### config.mk
export PLATFORM = sky130hd
export DESIGN_NAME = mem_access_unit
export DESIGN_NICKNAME = d
export VERILOG_FILES = /design/src/rtl/mem_access_unit.sv
export SDC_FILE = /design/constraint.sdc
export NUM_CORES = 1
export LEC_CHECK = 0
export CAP_MARGIN = 20
export CORE_ASPECT_RATIO = 0.7
export CORE_MARGIN = 3
export CORE_UTILIZATION = 35
export CTS_CLUSTER_DIAMETER = 30
export DETAILED_ROUTE_END_ITERATION = 10
export HOLD_SLACK_MARGIN = 0.15
export PLACE_DENSITY = 0.84
export REMOVE_ABC_BUFFERS = 1
export SLEW_MARGIN = 20
export SYNTH_ARGS = -nofsm -noshare
export SYNTH_HDL_FRONTEND = slang
export SYNTH_SLANG_ARGS = --single-unit
### constraint.sdc
create_clock -name clk -period 3.37 [get_ports clk]
set_clock_uncertainty 0.15 [all_clocks]
set_input_delay 0.5055 -clock clk [delete_from_list [all_inputs] [get_ports clk]]
set_output_delay 0.5055 -clock clk [all_outputs]
set_load 0.01 [all_outputs]
### src/rtl/mem_access_unit.sv
// MEM-stage memory access unit: turns EX/MEM control into a request/acknowledge
// transaction with a variable-latency data memory and registers the MEM/WB results.
module mem_access_unit #(
    parameter int TIMEOUT = 16
) (
    input  logic        clk,
    input  logic        reset,
    input  logic [31:0] ALUOutM,
    input  logic [31:0] WriteDataM,
    input  logic [4:0]  WriteRegM,
    input  logic        RegWriteM,
    input  logic        MemWriteM,
    input  logic        MemToRegM,
    output logic        mem_req,
    output logic        mem_we,
    output logic [31:0] mem_addr,
    output logic [31:0] mem_wdata,
    input  logic        mem_ack,
    input  logic [31:0] mem_rdata,
    output logic        StallM,
    output logic [31:0] ReadDataW,
    output logic [31:0] ALUOutW,
    output logic [4:0]  WriteRegW,
    output logic        RegWriteW,
    output logic        MemToRegW,
    output logic        AlignErrW,
    output logic        BusErrW
);

    localparam logic [7:0] TimeoutCnt = 8'(TIMEOUT);

    typedef enum logic [0:0] {IDLE, WAIT} state_t;

    state_t     state;
    logic [7:0] cnt;

    logic memop, misal, access, inWait, atLimit, abort, ackd, alignErr, err;

    assign memop    = MemWriteM | MemToRegM;
    assign misal    = memop & (ALUOutM[1:0] != 2'b00);
    assign access   = memop & ~misal;
    assign inWait   = (state == WAIT);
    assign atLimit  = (cnt == TimeoutCnt);
    // An ack arriving in the limit cycle still completes the access normally.
    assign abort    = inWait & ~mem_ack & atLimit;

    assign mem_req  = ~reset & (inWait ? ~abort : access);
    assign StallM   = ~reset & ~mem_ack & (inWait ? ~atLimit : access);
    assign mem_we   = MemWriteM;
    assign mem_addr = ALUOutM;
    assign mem_wdata = WriteDataM;

    // An ack without an outstanding request carries no data and is ignored.
    assign ackd     = mem_req & mem_ack;
    assign alignErr = ~inWait & misal;
    assign err      = alignErr | abort;

    // NOTE: reset is sampled on the clock edge only, so it belongs inside the
    // clocked branch rather than in the sensitivity list.
    always_ff @(posedge clk) begin
        if (reset) begin
            state     <= IDLE;
            cnt       <= 8'd0;
            ReadDataW <= 32'd0;
            ALUOutW   <= 32'd0;
            WriteRegW <= 5'd0;
            RegWriteW <= 1'b0;
            MemToRegW <= 1'b0;
            AlignErrW <= 1'b0;
            BusErrW   <= 1'b0;
        end else begin
            case (state)
                IDLE: begin
                    if (access && !mem_ack) begin
                        state <= WAIT;
                        cnt   <= 8'd1;
                    end
                end
                WAIT: begin
                    if (mem_ack || atLimit) begin
                        state <= IDLE;
                        cnt   <= 8'd0;
                    end else begin
                        cnt <= cnt + 8'd1;
                    end
                end
                default: begin
                    state <= IDLE;
                    cnt   <= 8'd0;
                end
            endcase

            // A stalled cycle pushes a bubble into MEM/WB; otherwise the instruction completes.
            if (StallM) begin
                ReadDataW <= 32'd0;
                ALUOutW   <= 32'd0;
                WriteRegW <= 5'd0;
                RegWriteW <= 1'b0;
                MemToRegW <= 1'b0;
                AlignErrW <= 1'b0;
                BusErrW   <= 1'b0;
            end else begin
                ReadDataW <= (MemToRegM & ackd) ? mem_rdata : 32'd0;
                ALUOutW   <= ALUOutM;
                WriteRegW <= WriteRegM;
                RegWriteW <= RegWriteM & ~err;
                MemToRegW <= MemToRegM & ~err;
                AlignErrW <= alignErr;
                BusErrW   <= abort;
            end
        end
    end

endmodule

==> impl_results.md <==
- Post-DRT Antenna Nets: 0
- Setup Buffers After CTS: 0
- R2R setup slack: approximately 1.3 ns
- Sink Count: 82
- Nets: between 500 and 600
- # DRC: 0
- Grt ovf: 0
- TNS Setup: 0 ns
- Hpwl dp: 7778 um
- DP Cell Count: 515
- Slowest CP cell: clkdlybuf4s50_1
- Max Freq: approximately 0.34 GHz
- Antenna Cells: 0
- Via count: 2309
- Clock transition at path regs: 0.06 ns
- Cell variety after synth: 40
- Reg power frac: 46.0%
- Max-slew violation count: 0
- Rel. slew slack: 41.55%
- Critical path's largest stage delay: 0.59 ns
- # setup viols final: 0
- Post-Layout Cell Count: 531
- Avg WL per Cell: 17.58 um
- Max VDD drop: between 0.2 and 0.25 mV
- Die Y: 84.38 um
- Clk buf depth: 2
- Hold-fix buffer count after cts: 0
- Register area share after synthesis: 53.44%
- Register bit count reported by yosys: 82
- Critical path required time: 2.71 ns
- CP startpoint kind: primary input
- Worst Setup Slack, final: 0.3881 ns
- Initial antenna violation count: 0
- Pwr Density: 459.3 nW/um^2
- Worst Hold Class: register to register
- Worst Hold Path Cells: 1
- Area leader, netlist: dfxtp_1
- Pin count of the biggest net entering global routing: 34
- Gate power share: 12.6%
- R2R depth: 7
- WL final: 9335 um
- Least-Margin Pin Slew: about 0.9 ns
- Static leakage: 0.001846 uW
- Hold path start: cnt[2]$_SDFFE_PP0P_
- Htree depth: 3
- Top cell by count, worst path: clkdlybuf4s50_1
- CP arrival: 2.33 ns
- P&R area growth vs syn: 56.05%
- Worst skew pair latency: 0.33 ns
- Reg2reg end: ALUOutW[27]$_SDFF_PP0_
- Global-route wire length before repair: 13930 um
- Share of post-route cells with drive strength above 1: 5.783%
- Max-cap violations: 0
- Post-synth top area share: 53.44%
- Unrepaired setup endpoints after global routing: false
- Hold Fails Final Rpt: 0
- Maximum fanout along the worst path: 5
- Core Box Area: 8175 sq um
- CP Capture Type: output port
- Area contributors post-synth: dfxtp_1 (53%), buf_4 (16%), and2_1 (14%)
- I/O Pins: roughly 250
- DR pass1 iterations: 4
- Initial core utilization: 37.57%
- CTS tree: yes
- CP Class: primary input to output port
- Ys Warns: 0
- Port-buffer cells: ~180
- Clk Tree Root Cell: clkbuf_16
- Clk pwr share: between 40% and 50%
- Number of CTS-inserted buffers: 9
- Total die area: 9954 sq um
- FF-to-FF Start: cnt[0]$_SDFFE_PP0P_
- Syn Area/Cell: roughly 11 sq um
- Vias in the first global route: 2402
- Crit path cell chain: clkdlybuf4s50_1 > nor2_1 > a21o_2 > nand2_1 > nor3b_1 > clkdlybuf4s50_1
- Most common cell after layout, fill and taps aside: clkdlybuf4s50_1
- CP Buf/Inv Count: 2
- Width of the die: 118.0 um
- Psw: 488.9 uW
- DP Worst Slack: approximately 0.36 ns
- Routability cong.: approximately 0.80
- Fin crit period: 2.982 ns
- Post-synth design cell area: 3072 sq um
- P_int: ~1700 uW
- Hold endpoint: cnt[2]$_SDFFE_PP0P_
- Gr usage total: 18.63%
- Post-cts resize count: 0
- DRT iter0 DRCs: 105
- Post-synthesis instance total: between 200 and 300
- Highest-count cells in the layout ignoring fill and taps: clkdlybuf4s50_1 (182), dfxtp_1 (82), and2_1 (69)
- Crit share post-route: 88.48%
- Status: complete, no violations
- Family with the most delay on the worst path: buffers and inverters
- Sw frac: 22.20%
- # rows: 27
- Vias per cell: about 4.3
## registers in the layout, indices dropped and copies added, names as in the netlist
name       cells
ALUOutW       32
ReadDataW     32
cnt            8
WriteRegW      5
AlignErrW      1
BusErrW        1
MemToRegW      1
RegWriteW      1
inWait         1
## metal layers
layer / global-route usage, % / vias up / share of wire, %
li1: - / 1115 / -
met1: 17.83 / 1031 / 35
met2: 30.71 / 151 / 49
met3: 15.02 / 10 / 15
met4: 4.468 / 2 / 0.67
met5: 6.250 / - / 0.97
## cells in the mapped netlist
master	instances
a21boi_1	1
a21o_2	1
a21oi_1	5
a22o_1	3
a311o_1	1
a31oi_1	1
a31oi_4	1
and2_1	69
and3_1	2
and4b_1	1
and4bb_2	1
and4bb_4	1
buf_2	2
buf_4	65
buf_6	3
clkbuf_1	3
clkbuf_2	1
dfxtp_1	82
ha_1	2
inv_1	4
nand2_1	5
nand2b_1	2
nand3_1	3
nand3_4	1
nand4_1	1
nand4bb_1	1
nor2_1	5
nor3_1	4
nor3_2	1
nor3b_1	3
nor4_1	3
o2111ai_1	1
o211a_1	1
o21ai_0	1
o21ai_1	1
o21bai_1	1
or2_1	1
or3_1	2
or4b_1	1
xnor2_1	2
## per-stage QoR
stage	instance area [sq um]	hold WS (ns)	total power, uW	utilization [%]
after floorplan	2524	0.3273	1089	-
after global placement	4506	0.3503	1309	55.11
after detailed placement	4506	0.3583	1315	55.11
after CTS	4793	0.3720	2241	58.63
after global routing	4793	0.4046	2296	58.63
final	4793	0.3739	2202	58.63
## worst max path at each step
stage	slack [ns]	from	end	cells past startpoint
after floorplan	1.41	ALUOutM[1]	StallM	4
after global routing	0.21	ALUOutM[1]	StallM	6
after global placement	0.38	ALUOutM[1]	StallM	6
after detailed placement	0.36	ALUOutM[1]	StallM	6
final	0.39	ALUOutM[1]	StallM	6
after CTS	0.33	ALUOutM[1]	StallM	6
## final cells by class
cell class	instances	area, sq um
well taps	116	145.1
fillers	690	3382
inverters	4	15.01
multi-input cells	129	867.1
clock buffers	10	239.0
clock inverters	6	48.80
repair buffers	184	1837
flip-flops and latches	82	1642
## cells by family after synthesis
logic type | Yosys count | synth area share [%]
adders and majority gates | 2 | 0.8145
AOI/OAI and AO/OA | 18 | 4.603
xor gates and xnor gates | 2 | 0.5704
and+or+nand+nor | 107 | 22.24
DFF | 82 | 53.44
buffers and inverters | 78 | 18.33
## power groups by stage
stage | combinational [uW] | clock (uW) | sequential [uW]
4_1_cts | 281 | 946 | 1010
3_3_place_gp | 276 | 0 | 1030
6_report | 278 | 911 | 1010
5_1_grt | 295 | 985 | 1020
2_1_floorplan | 38.2 | 0 | 1050
3_5_place_dp | 280 | 0 | 1030
No activity file was read; power rests on OpenSTA's default activity.
